==> src/rtl/reg_dump_ctrl.sv <==
// reg_dump_ctrl: debug-unit sequencer that walks the register file through its
// debug read port and streams each register out LSB-first as bytes on a
// valid/ready channel, holding the pipeline for the duration of the dump.
// Optional feature: define REG_DUMP_CHECKSUM_EN to append an XOR checksum byte.
module reg_dump_ctrl #(
  parameter int NB_REG  = 32,
  parameter int NB_ADDR = 5,
  parameter int N_REGS  = 32
) (
  input  logic               i_clk,
  input  logic               i_reset,
  input  logic               i_start,
  input  logic [NB_REG-1:0]  i_dunit_reg,
  input  logic               i_tx_ready,
  output logic [NB_ADDR-1:0] o_dunit_addr,
  output logic [7:0]         o_tx_data,
  output logic               o_tx_valid,
  output logic               o_busy,
  output logic               o_pipe_hold,
  output logic               o_done
);

  localparam int NBYTES = NB_REG / 8;
  localparam int BCW    = (NBYTES > 1) ? $clog2(NBYTES) : 1;
  // One spare index bit so the counter cannot wrap before the terminal compare
  localparam int IW     = NB_ADDR + 1;
  localparam logic [BCW-1:0] LAST_BYTE = BCW'(NBYTES - 1);
  localparam logic [IW-1:0]  LAST_IDX  = IW'(N_REGS - 1);

  typedef enum logic [2:0] {
    IDLE,
    LOAD,
    SEND,
`ifdef REG_DUMP_CHECKSUM_EN
    CSUM,
`endif
    DONE
  } state_t;

  state_t            state;
  logic [IW-1:0]     idx;
  logic [BCW-1:0]    byte_cnt;
  logic [NB_REG-1:0] shift;
  logic              last_byte;
  logic              last_reg;
`ifdef REG_DUMP_CHECKSUM_EN
  logic [7:0]        csum;
`endif

  assign last_byte = (byte_cnt == LAST_BYTE);
  assign last_reg  = (idx == LAST_IDX);

  // Sequencer: register index, byte counter and dump state
  always_ff @(posedge i_clk or posedge i_reset) begin
    if (i_reset) begin
      state    <= IDLE;
      idx      <= '0;
      byte_cnt <= '0;
    end else begin
      case (state)
        IDLE: begin
          if (i_start) begin
            idx   <= '0;
            state <= LOAD;
          end
        end
        LOAD: begin
          byte_cnt <= '0;
          state    <= SEND;
        end
        SEND: begin
          if (i_tx_ready) begin
            byte_cnt <= byte_cnt + BCW'(1);
            if (last_byte) begin
              if (last_reg) begin
`ifdef REG_DUMP_CHECKSUM_EN
                state <= CSUM;
`else
                state <= DONE;
`endif
              end else begin
                idx   <= idx + IW'(1);
                state <= LOAD;
              end
            end
          end
        end
`ifdef REG_DUMP_CHECKSUM_EN
        CSUM: begin
          if (i_tx_ready) state <= DONE;
        end
`endif
        DONE:    state <= IDLE;
        default: state <= IDLE;
      endcase
    end
  end

  // Register capture in LOAD, then shift one byte out per accepted transfer
  always_ff @(posedge i_clk) begin
    if (state == LOAD) begin
      shift <= i_dunit_reg;
    end else if (state == SEND && i_tx_ready) begin
      shift <= shift >> 8;
    end
  end

`ifdef REG_DUMP_CHECKSUM_EN
  // Running XOR of every accepted data byte, cleared when a dump starts
  always_ff @(posedge i_clk) begin
    if (state == IDLE && i_start) begin
      csum <= '0;
    end else if (state == SEND && i_tx_ready) begin
      csum <= csum ^ shift[7:0];
    end
  end
`endif

  // Outputs decoded from registered state only; nothing depends on i_tx_ready
  always_comb begin
    o_tx_valid   = 1'b0;
    o_tx_data    = '0;
    o_dunit_addr = '0;
    o_done       = 1'b0;
    o_busy       = (state != IDLE);
    o_pipe_hold  = (state != IDLE);
    case (state)
      LOAD: o_dunit_addr = idx[NB_ADDR-1:0];
      SEND: begin
        o_tx_valid   = 1'b1;
        o_tx_data    = shift[7:0];
        o_dunit_addr = idx[NB_ADDR-1:0];
      end
`ifdef REG_DUMP_CHECKSUM_EN
      CSUM: begin
        o_tx_valid = 1'b1;
        o_tx_data  = csum;
      end
`endif
      DONE:    o_done = 1'b1;
      default: ;
    endcase
  end

endmodule

==> config.mk <==
export PLATFORM = sky130hd
export DESIGN_NAME = reg_dump_ctrl
export DESIGN_NICKNAME = d
export VERILOG_FILES = /design/src/rtl/reg_dump_ctrl.sv
export SDC_FILE = /design/constraint.sdc
export NUM_CORES = 1
export LEC_CHECK = 0
export ABC_AREA = 0
export CAP_MARGIN = 40
export CORE_MARGIN = 3
export CORE_UTILIZATION = 52
export CTS_BUF_LIST = sky130_fd_sc_hd__clkbuf_16
export DETAILED_ROUTE_END_ITERATION = 16
export PLACE_DENSITY = 0.85
export SETUP_SLACK_MARGIN = 0.02
export SLEW_MARGIN = 20
export SYNTH_ARGS = -nofsm -noshare
export SYNTH_HDL_FRONTEND = slang
export SYNTH_SLANG_ARGS = --single-unit
==> constraint.sdc <==
create_clock -name i_clk -period 5.4 [get_ports i_clk]
set_input_delay 1.62 -clock i_clk [delete_from_list [all_inputs] [get_ports i_clk]]
set_output_delay 1.62 -clock i_clk [all_outputs]
set_load 0.01 [all_outputs]
==> results of run 1 <==
## area by class of cell
cell class              instances  share of cell area
flip-flops and latches         42               0.440
well taps                      48              0.0218
clock inverters                 3             0.00636
inverters                       8              0.0109
repair buffers                 54               0.197
multi-input cells              92               0.278
clock buffers                   5              0.0455
## cells by family (layout without fill, tap and decap cells)
family                     Yosys count  in the layout  synth area share
and+or+nand+nor                     44             44             0.129
DFF                                 42             42             0.587
muxes                               28             28             0.153
buffers and inverters               17             70            0.0418
AOI/OAI and AO/OA                   13             13            0.0461
adders and majority gates            7              7            0.0424
## critical path: stages, from the launching register on
cell	delay, ns
dfrtp_1	0.42
inv_1	0.14
ha_1	0.40
and2_1	0.19
clkdlybuf4s50_1	0.53
## state kept, by name, indices dropped and copies added, names as in the netlist
signal and flops:
idx 6, state 2, shift 32, byte_cnt 2
## how the worst min path moves through the flow
| stage | start | to | depth (start not counted) |
|---|---|---|---|
| CTS | byte_cnt[0] | byte_cnt[0] | 1 |
| global placement | byte_cnt[0] | byte_cnt[0] | 1 |
| global route | shift[19] | shift[11] | 1 |
| finish | byte_cnt[0] | byte_cnt[0] | 1 |
| floorplan | byte_cnt[0] | byte_cnt[0] | 1 |
| detailed placement | byte_cnt[0] | byte_cnt[0] | 1 |
## power by group through the flow
stage,clock [uW],sequential (uW),combinational (uW)
6_report,286,623,569
5_1_grt,306,641,628
4_1_cts,290,624,572
3_5_place_dp,0,630,565
3_3_place_gp,0,622,525
2_1_floorplan,0,611,415
## per-layer routing
layer  global-route usage  routed length (um)  vias to the layer above
met5                    0                   0                        -
met4               0.0706                  46                        0
met3               0.0551                 201                        6
met2                0.281                1940                       46
met1                0.230                1640                      623
li1                     -                   -                      639
## through the flow
step | worst slack [ns] | power [uW] | utilization
after global placement | 1.84 | 1150 | 0.693
final | 1.81 | 1480 | 0.735
after global routing | 1.63 | 1570 | 0.735
after floorplan | 2.46 | 1030 | -
after CTS | 1.79 | 1490 | 0.735
after detailed placement | 1.77 | 1190 | 0.697
## placed cells by master (no fill, tap or decap), types with 2 or more instances in the layout
master / instances
and2_1: 21
clkbuf_16: 5
clkdlybuf4s50_1: 52
dfrtp_1: 10
edfxtp_1: 32
ha_1: 7
inv_1: 8
mux2_2: 25
mux2i_1: 2
nand2_1: 5
nand3_1: 3
nand3b_1: 2
nor2_1: 4
nor2b_1: 3
o21ai_0: 4
o221ai_1: 2
==> out/summary.txt, run 1 <==
Post-synth net total: 194
Final instance area: 0.00275 mm^2
Vias: 1314
H-tree depth: 2
Leakage: 0.00107 uW
Initial DRT Pass Iterations: 4
Share of flip-flops with an asynchronous set or reset: 0.238
Highest clock rate: 278 MHz
CP required: 3.78 ns
Clk_skew: 0.00613 ns
Final Instance Count excl. Fillers: 252
Final Hold Fails: 0
Routed len/inst: 15.2 um
Clock buffer depth: 2
Switching part of the total power: 0.302
Status: complete, no violations
Hold slack: 0.531 ns
Worst-Margin Slew: 0.676 ns
Post-synthesis sequential area ratio: 0.587
FILL cells: 251
Final Wtd Congestion: 0.856
WL final: 3820 um
Reg area: 0.00121 mm^2
Layout cells sized above 1: 0.191
WP data arrival: 1.97 ns
Hold-fix buffers, CTS: 0
Root cell of the clock tree: clkbuf_16
Flop-to-flop setup slack: 2.90 ns
Avg Synthesized Cell Area: 13.7 um^2
Final setup vio count: 0
Top-area cell type share of the netlist area: 0.466
NumNets Final: 246
Clock latency on the worst-skew pair: 0.28 ns
DRT iter0 DRCs: 65
Post-route DRC violation count: 0
R2R cell count: 6
Die height: 69.0 um
IO Port Bufs: 52
Share of power burned in registers: 0.421
Power Dens Cells: 537 mW/mm^2
Clk pwr share: 0.193
First-pass GRT wire length: 6090 um
Count of pins over their slew limit: 0
Initial Util: 0.551
Post-synthesis register bit count: 42
Placed cell areas: 0.00261 mm^2
Die area: 0.00476 mm^2
Vias in the first global route: 1335
Ys Warns: 0
CP startpoint kind: flop
Most common cell in the netlist: edfxtp_1
Minimum clock period: 3.59 ns
Psw: 446 uW
Footprint of the multi-input gates: 766 um^2
Max_slew headroom: 0.549
Antenna viol nets, final: 0
Antenna Cells: 0
FP Rows: 22
Hold Path Class: flop to flop
Reg-to-reg startpoint: state[0]
Post-Synthesis Cell Area: 0.00206 mm^2
Post-CTS sizing: 0
Synth area leader: edfxtp_1
CTS Sinks: 42
Internal: 1030 uW
Critical path peak fanout: 12
Core area: 0.00374 mm^2
Number of buffers created by CTS: 5
WS Path Type: flop to output port
CTS tree: yes
Remaining Overflow, GRT: 0
Largest net degree at the start of global routing: 35
Top post-synthesis cells by area: edfxtp_1 47%, mux2_2 14%, dfrtp_1 12%
HPWL Detailed: 2680 um
Cells after DPL: 244
RSZ-0062 raised after global routing: false
Final Cycle Share: 0.665
Area overhead of the layout relative to synthesis: 33.4%
Logic gate share of total power: 0.385
Post-CTS Setup Repair Bufs: 0
Final TNS setup: 0 ns
Post-Syn Instances: 151
Synth cell types: 32
Total GRT Usage: 0.179
Initial antenna violation count: 0
EDFF count, synth: 32
Crit path from: state[0]
Die Width: 69.0 um
Dominant synthesized flop cell: edfxtp_1
Top cells by count, synth: 32 x edfxtp_1, 25 x mux2_2, 21 x and2_1
Maximum VDD drop: 0.266 mV
IO Count: 53
RR Endpoint: idx[0]
Clock slew at reported path FFs: 0.06 ns
CP Capture Type: output port
Vias per std cell: 5.21
Critical Path End: o_tx_data[6]
Max_cap viols: 0
(Power assumes the default switching activity.)
==> inputs of run 2 (changes only) <==
--- a/config.mk
+++ b/config.mk
@@ -8,10 +8,10 @@
 export ABC_AREA = 0
 export CAP_MARGIN = 40
 export CORE_MARGIN = 3
-export CORE_UTILIZATION = 52
+export CORE_UTILIZATION = 48
 export CTS_BUF_LIST = sky130_fd_sc_hd__clkbuf_16
 export DETAILED_ROUTE_END_ITERATION = 16
-export PLACE_DENSITY = 0.85
+export PLACE_DENSITY = 0.8
 export SETUP_SLACK_MARGIN = 0.02
 export SLEW_MARGIN = 20
 export SYNTH_ARGS = -nofsm -noshare
==> constraint.sdc (replaced) <==
create_clock -name i_clk -period 3.7 [get_ports i_clk]
set_input_delay 1.11 -clock i_clk [delete_from_list [all_inputs] [get_ports i_clk]]
set_output_delay 1.11 -clock i_clk [all_outputs]
set_load 0.01 [all_outputs]
==> run 2 against run 1 <==
  * First-iteration DRC count up 54%
  * Clock-buffer cell count unchanged
  * Critical path depth unchanged
  * Final cell count up 0.40%
  * Worst setup slack worse by 1.3 ns
  * Largest power group unchanged
  * Utilization down 6.5 points
  * Non-clock buffer count unchanged
  * Sequential share of layout area up 0.24 points
  * Die area up 7.6%
  * Global-route usage down 0.44 points
  * Register-to-register slack worse by 1.7 ns
==> out/summary.txt, run 2 (synthesis gave the netlist of run 1 again) <==
Final Instance Count excl. Fillers: 253 (+0.40%)
Die area: 0.00512 mm^2 (+7.6%)
Largest net degree at the start of global routing: 33 (-5.7%)
Remaining Overflow, GRT: 0 (unchanged)
Cells after DPL: 246 (+0.82%)
CP startpoint kind: flop
WL final: 4070 um (+6.4%)
DRT iter0 DRCs: 100 (+54%)
FP Rows: 23 (+4.5%)
Antenna viol nets, final: 0 (unchanged)
Clock slew at reported path FFs: 0.06 ns (about the same)
Initial antenna violation count: 0 (unchanged)
CP max-delay cell: clkdlybuf4s50_1
Hold slack: 0.502 ns (-0.0295 ns)
Hold path start: byte_cnt[0]
Cell Chain, Critical Path: inv_1 > ha_1 > and2_1 > clkdlybuf4s50_1
HPWL Detailed: 2870 um (+6.9%)
WP data arrival: 2.04 ns (+0.07 ns)
Clock buffer depth: 2 (unchanged)
Initial DRT Pass Iterations: 4 (unchanged)
NumNets Final: 246 (unchanged)
RSZ-0062 raised after global routing: false
Root cell of the clock tree: clkbuf_16
Final Hold Fails: 0 (unchanged)
Area overhead of the layout relative to synthesis: 32.7%
Total GRT Usage: 0.174 (-0.00445)
WS Path Type: flop to output port
Hold endpoint: byte_cnt[0]
H-tree depth: 2 (unchanged)
FILL cells: 288 (+15%)
Worst stage delay on the critical path: 0.54 ns (about the same)
Number of buffers created by CTS: 5 (unchanged)
Placed cell areas: 0.00261 mm^2 (-0.19%)
Minimum clock period: 3.15 ns
Post-CTS sizing: 0 (unchanged)
Flop-to-flop setup slack: 1.16 ns (-1.74 ns)
Hold-fix buffers, CTS: 0 (unchanged)
Vias in the first global route: 1436 (+7.6%)
Initial Util: 0.505 (-0.0462)
R2R cell count: 6 (unchanged)
Highest clock rate: 317 MHz
Vias: 1333 (+1.4%)
CP required: 2.59 ns (-1.19 ns)
IO Port Bufs: 52 (unchanged)
Largest register FFs: 32 (unchanged)
Reg-to-reg startpoint: state[0]
Final setup vio count: 0 (unchanged)
Status: complete, no violations
Final Wtd Congestion: 0.707 (-17%)
Power Dens Cells: 780 mW/mm^2 (+45%)
Final instance area: 0.00274 mm^2 (-0.55%)
Leading cell type in the layout, fill and taps excluded: clkdlybuf4s50_1
Worst-Margin Slew: 0.466 ns (-0.210 ns)
Routed len/inst: 16.1 um (+6.0%)
Final TNS setup: 0 ns (unchanged)
Die height: 71.6 um (+3.7%)
Count of pins over their slew limit: 0 (unchanged)
Final core utilization: 0.670 (-0.0654)
Clk_skew: 0.00419 ns (-0.00194 ns)
Most frequent cells in the layout: 52 x clkdlybuf4s50_1, 32 x edfxtp_1, 25 x mux2_2, 21 x and2_1, 10 x dfrtp_1
Hold Path Class: flop to flop
CTS tree: yes
Maximum VDD drop: 0.409 mV (+54%)
Max_cap viols: 0 (unchanged)
Vias per std cell: 5.27 (+1.0%)
CTS Sinks: 42 (unchanged)
RR Endpoint: idx[0]
Layout cells sized above 1: 0.182 (-0.00891)
Hold Crit Depth: 1 (unchanged)
Post-route DRC violation count: 0 (unchanged)
Clock latency on the worst-skew pair: 0.28 ns (about the same)
First-pass GRT wire length: 6800 um (+12%)
Critical path peak fanout: 12 (unchanged)
Antenna Cells: 0 (unchanged)
IO Count: 53 (unchanged)
Post-CTS Setup Repair Bufs: 0 (unchanged)
Biggest register: shift
Final Cycle Share: 0.852
CP Capture Type: output port
Leakage: 0.00107 uW (-0.47%)
Die Width: 71.6 um (+3.7%)
Largest regs: shift (32), idx (6)
Max_slew headroom: 0.689 (+0.140)
Core area: 0.00409 mm^2 (+9.2%)
[run 2: cell count changes in the layout (fill, tap and decap cells not counted)]
cell / change
inv_1: +1
clkinv_4: -1
buf_4: +1
buf_8: -1
clkinv_2: -1
[run 2: per-layer routing]
metal / global-route usage / wire length [um] / vias up / share of wire
li1: - / - / 642 / -
met1: 0.213 / 1680 / 643 / 0.41
met2: 0.283 / 2080 / 39 / 0.51
met3: 0.0505 / 202 / 9 / 0.050
met4: 0.0856 / 109 / 0 / 0.027
met5: 0 / 0 / - / 0
[run 2: worst max path at each step]
| stage | end | cells after the start | from | slack, ns |
|---|---|---|---|---|
| global route | o_tx_data[7] | 4 | state[0] | 0.45 |
| CTS | o_tx_data[7] | 4 | state[0] | 0.53 |
| floorplan | idx[0] | 6 | i_tx_ready | 1.27 |
| finish | o_tx_data[7] | 4 | state[0] | 0.55 |
| detailed placement | idx[0] | 5 | i_tx_ready | 0.59 |
| global placement | idx[0] | 5 | i_tx_ready | 0.66 |
[run 2: area by class of cell]
cell class	instances	area, um^2	area share
inverter	8	30.0	0.0110
sequential	42	1210	0.442
tap	50	62.6	0.0229
timing repair buffer	54	536	0.196
clock inverter	2	7.51	0.00274
clock buffer	5	125	0.0457
multi-input combinational	92	766	0.280
[run 2: critical path: cells and delay by family, from the launching register on]
| kind | cells | cell delay (ns) |
|---|---|---|
| fa+ha+maj | 1 | 0.43 |
| flops | 1 | 0.44 |
| buf+inv | 2 | 0.70 |
| simple gates | 1 | 0.20 |
[run 2: power breakdown]
part / switching, uW / internal [uW]
sequential: 82.7 / 832
clock: 157 / 241
combinational: 403 / 419
total: 643 / 1490
[run 2: through the flow]
stage                     worst slack [ns]  power (uW)
after CTS                            0.527        2160
after global placement               0.663        1690
after global routing                 0.452        2270
final                                0.549        2140
after floorplan                       1.27        1500
after detailed placement             0.594        1750
==> inputs of run 3 (changes only) <==
==> constraint.sdc (replaced) <==
create_clock -name i_clk -period 3.7 [get_ports i_clk]
set_input_delay 0.555 -clock i_clk [delete_from_list [all_inputs] [get_ports i_clk]]
set_output_delay 0.555 -clock i_clk [all_outputs]
set_load 0.01 [all_outputs]
==> run 3 against run 2 <==
  * Via count rose by 0.75%
  * Clock power up 21%
  * Critical path depth unchanged
  * Highest routed layer unchanged
  * Maximum frequency increased by 22%
  * Critical endpoint unchanged
  * Worst setup slack gained 0.57 ns
  * First-iteration DRC count decreased by 15%
  * Die area unchanged
==> out/summary.txt, run 3 (synthesis gave the netlist of run 1 again) <==
Status: complete, no violations
Post-CTS Setup Repair Bufs: 0 (unchanged)
Routed len/inst: 16.3 um (+1.2%)
Root cell of the clock tree: clkbuf_16
Antenna viol nets, final: 0 (unchanged)
Core area: 0.00409 mm^2 (unchanged)
CTS tree: yes
Final TNS setup: 0 ns (unchanged)
Count of pins over their slew limit: 0 (unchanged)
NumNets Final: 246 (unchanged)
Final Hold Fails: 0 (unchanged)
Leading cell type in the layout, fill and taps excluded: clkdlybuf4s50_1
Minimum clock period: 2.58 ns (-0.573 ns)
Largest register FFs: 32 (unchanged)
CTS Sinks: 42 (unchanged)
IO Count: 53 (unchanged)
Hold Path Class: flop to flop
FILL cells: 283 (-1.7%)
Critical path peak fanout: 12 (unchanged)
RSZ-0062 raised after global routing: false
Vias in the first global route: 1427 (-0.63%)
Final setup vio count: 0 (unchanged)
Clock slew at reported path FFs: 0.05 ns (about the same)
Worst-Margin Slew: 0.444 ns (-0.0220 ns)
WL final: 4130 um (+1.6%)
Final instance area: 0.00277 mm^2 (+1.2%)
HPWL Detailed: 2910 um (+1.5%)
CP startpoint kind: flop
CP required: 3.14 ns (+0.55 ns)
Final Instance Count excl. Fillers: 254 (+0.40%)
Clock buffer depth: 2 (unchanged)
Clock latency on the worst-skew pair: 0.28 ns (about the same)
Most frequent cells in the layout: 52 x clkdlybuf4s50_1, 32 x edfxtp_1, 25 x mux2_2, 21 x and2_1, 10 x dfrtp_1
Remaining Overflow, GRT: 0 (unchanged)
FP Rows: 23 (unchanged)
Die area: 0.00512 mm^2 (unchanged)
Layout cells sized above 1: 0.191 (+0.00891)
Post-CTS sizing: 0 (unchanged)
Placed cell areas: 0.00261 mm^2 (unchanged)
Maximum VDD drop: 0.432 mV (+5.6%)
IO Port Bufs: 52 (unchanged)
Number of buffers created by CTS: 5 (unchanged)
Die height: 71.6 um (unchanged)
Clk_skew: 0.00670 ns (+0.00251 ns)
DRT iter0 DRCs: 85 (-15%)
Post-route DRC violation count: 0 (unchanged)
Hold-fix buffers, CTS: 0 (unchanged)
WS Path Type: flop to output port
Highest clock rate: 388 MHz (+22%)
Leakage: 0.00107 uW (+0.84%)
Initial DRT Pass Iterations: 4 (unchanged)
Largest regs: shift (32), idx (6)
Biggest register: shift
Die Width: 71.6 um (unchanged)
Max_slew headroom: 0.704 (+0.0146)
Area overhead of the layout relative to synthesis: 34.3%
Initial Util: 0.505 (unchanged)
Vias: 1343 (+0.75%)
H-tree depth: 2 (unchanged)
CP Capture Type: output port
Largest net degree at the start of global routing: 33 (unchanged)
Antenna Cells: 0 (unchanged)
WP data arrival: 2.02 ns (-0.02 ns)
Max_cap viols: 0 (unchanged)
Final Wtd Congestion: 0.752 (+6.4%)
First-pass GRT wire length: 6980 um (+2.6%)
Cells after DPL: 246 (unchanged)
Final Cycle Share: 0.697 (-0.155)
Initial antenna violation count: 0 (unchanged)
Power Dens Cells: 802 mW/mm^2 (+2.8%)
Vias per std cell: 5.29 (+0.35%)
Final total power: 2220 uW (+4.1%)
Total GRT Usage: 0.176 (+0.00184)
-- run 3: worst paths after layout --
kind	endpoint	start	depth (start not counted)	slack (ns)
worst max-delay path	o_tx_data[7]	state[0]	4	1.12
worst max register to register	idx[0]	state[0]	6	1.16
worst min register to register	byte_cnt[0]	byte_cnt[0]	1	0.51
min in group asynchronous	idx[5]	i_reset	2	0.56
max in group asynchronous	state[0]	i_reset	2	2.84
worst min-delay path	byte_cnt[0]	byte_cnt[0]	1	0.51
-- run 3: cell type report --
cell class	instances	area (um^2)	share of cell area
clock buffer	5	125	0.0451
tap	50	62.6	0.0226
multi-input combinational	92	766	0.276
timing repair buffer	54	536	0.193
sequential	42	1210	0.437
inverter	8	30.0	0.0108
clock inverter	3	41.3	0.0149
-- run 3: metrics by stage --
stage	worst slack [ns]	utilization	hold WS, ns
6_report	1.12	0.678	0.513
5_1_grt	1.00	0.678	0.536
4_1_cts	1.09	0.678	0.513
3_5_place_dp	1.14	0.637	0.503
3_3_place_gp	1.22	0.637	0.478
2_1_floorplan	1.52	-	0.395
-- run 3: routing by layer --
metal,track usage,share of wire,vias up
met5,0,0,-
met1,0.218,0.40,647
met3,0.0435,0.051,6
met2,0.302,0.54,47
li1,-,-,643
met4,0.0564,0.014,0
-- run 3: critical path, cell delays in order (launching register included) --
cell and delay (ns):
dfrtp_1 0.43, inv_1 0.15, ha_1 0.42, and2_1 0.21
clkdlybuf4s50_1 0.54
-- run 3: where the power goes --
part / total (uW) / leakage (uW) / switching, uW / internal (uW)
clock: 482 / 0.0000812 / 167 / 315
combinational: 828 / 0.000549 / 409 / 419
sequential: 913 / 0.000444 / 81.6 / 832
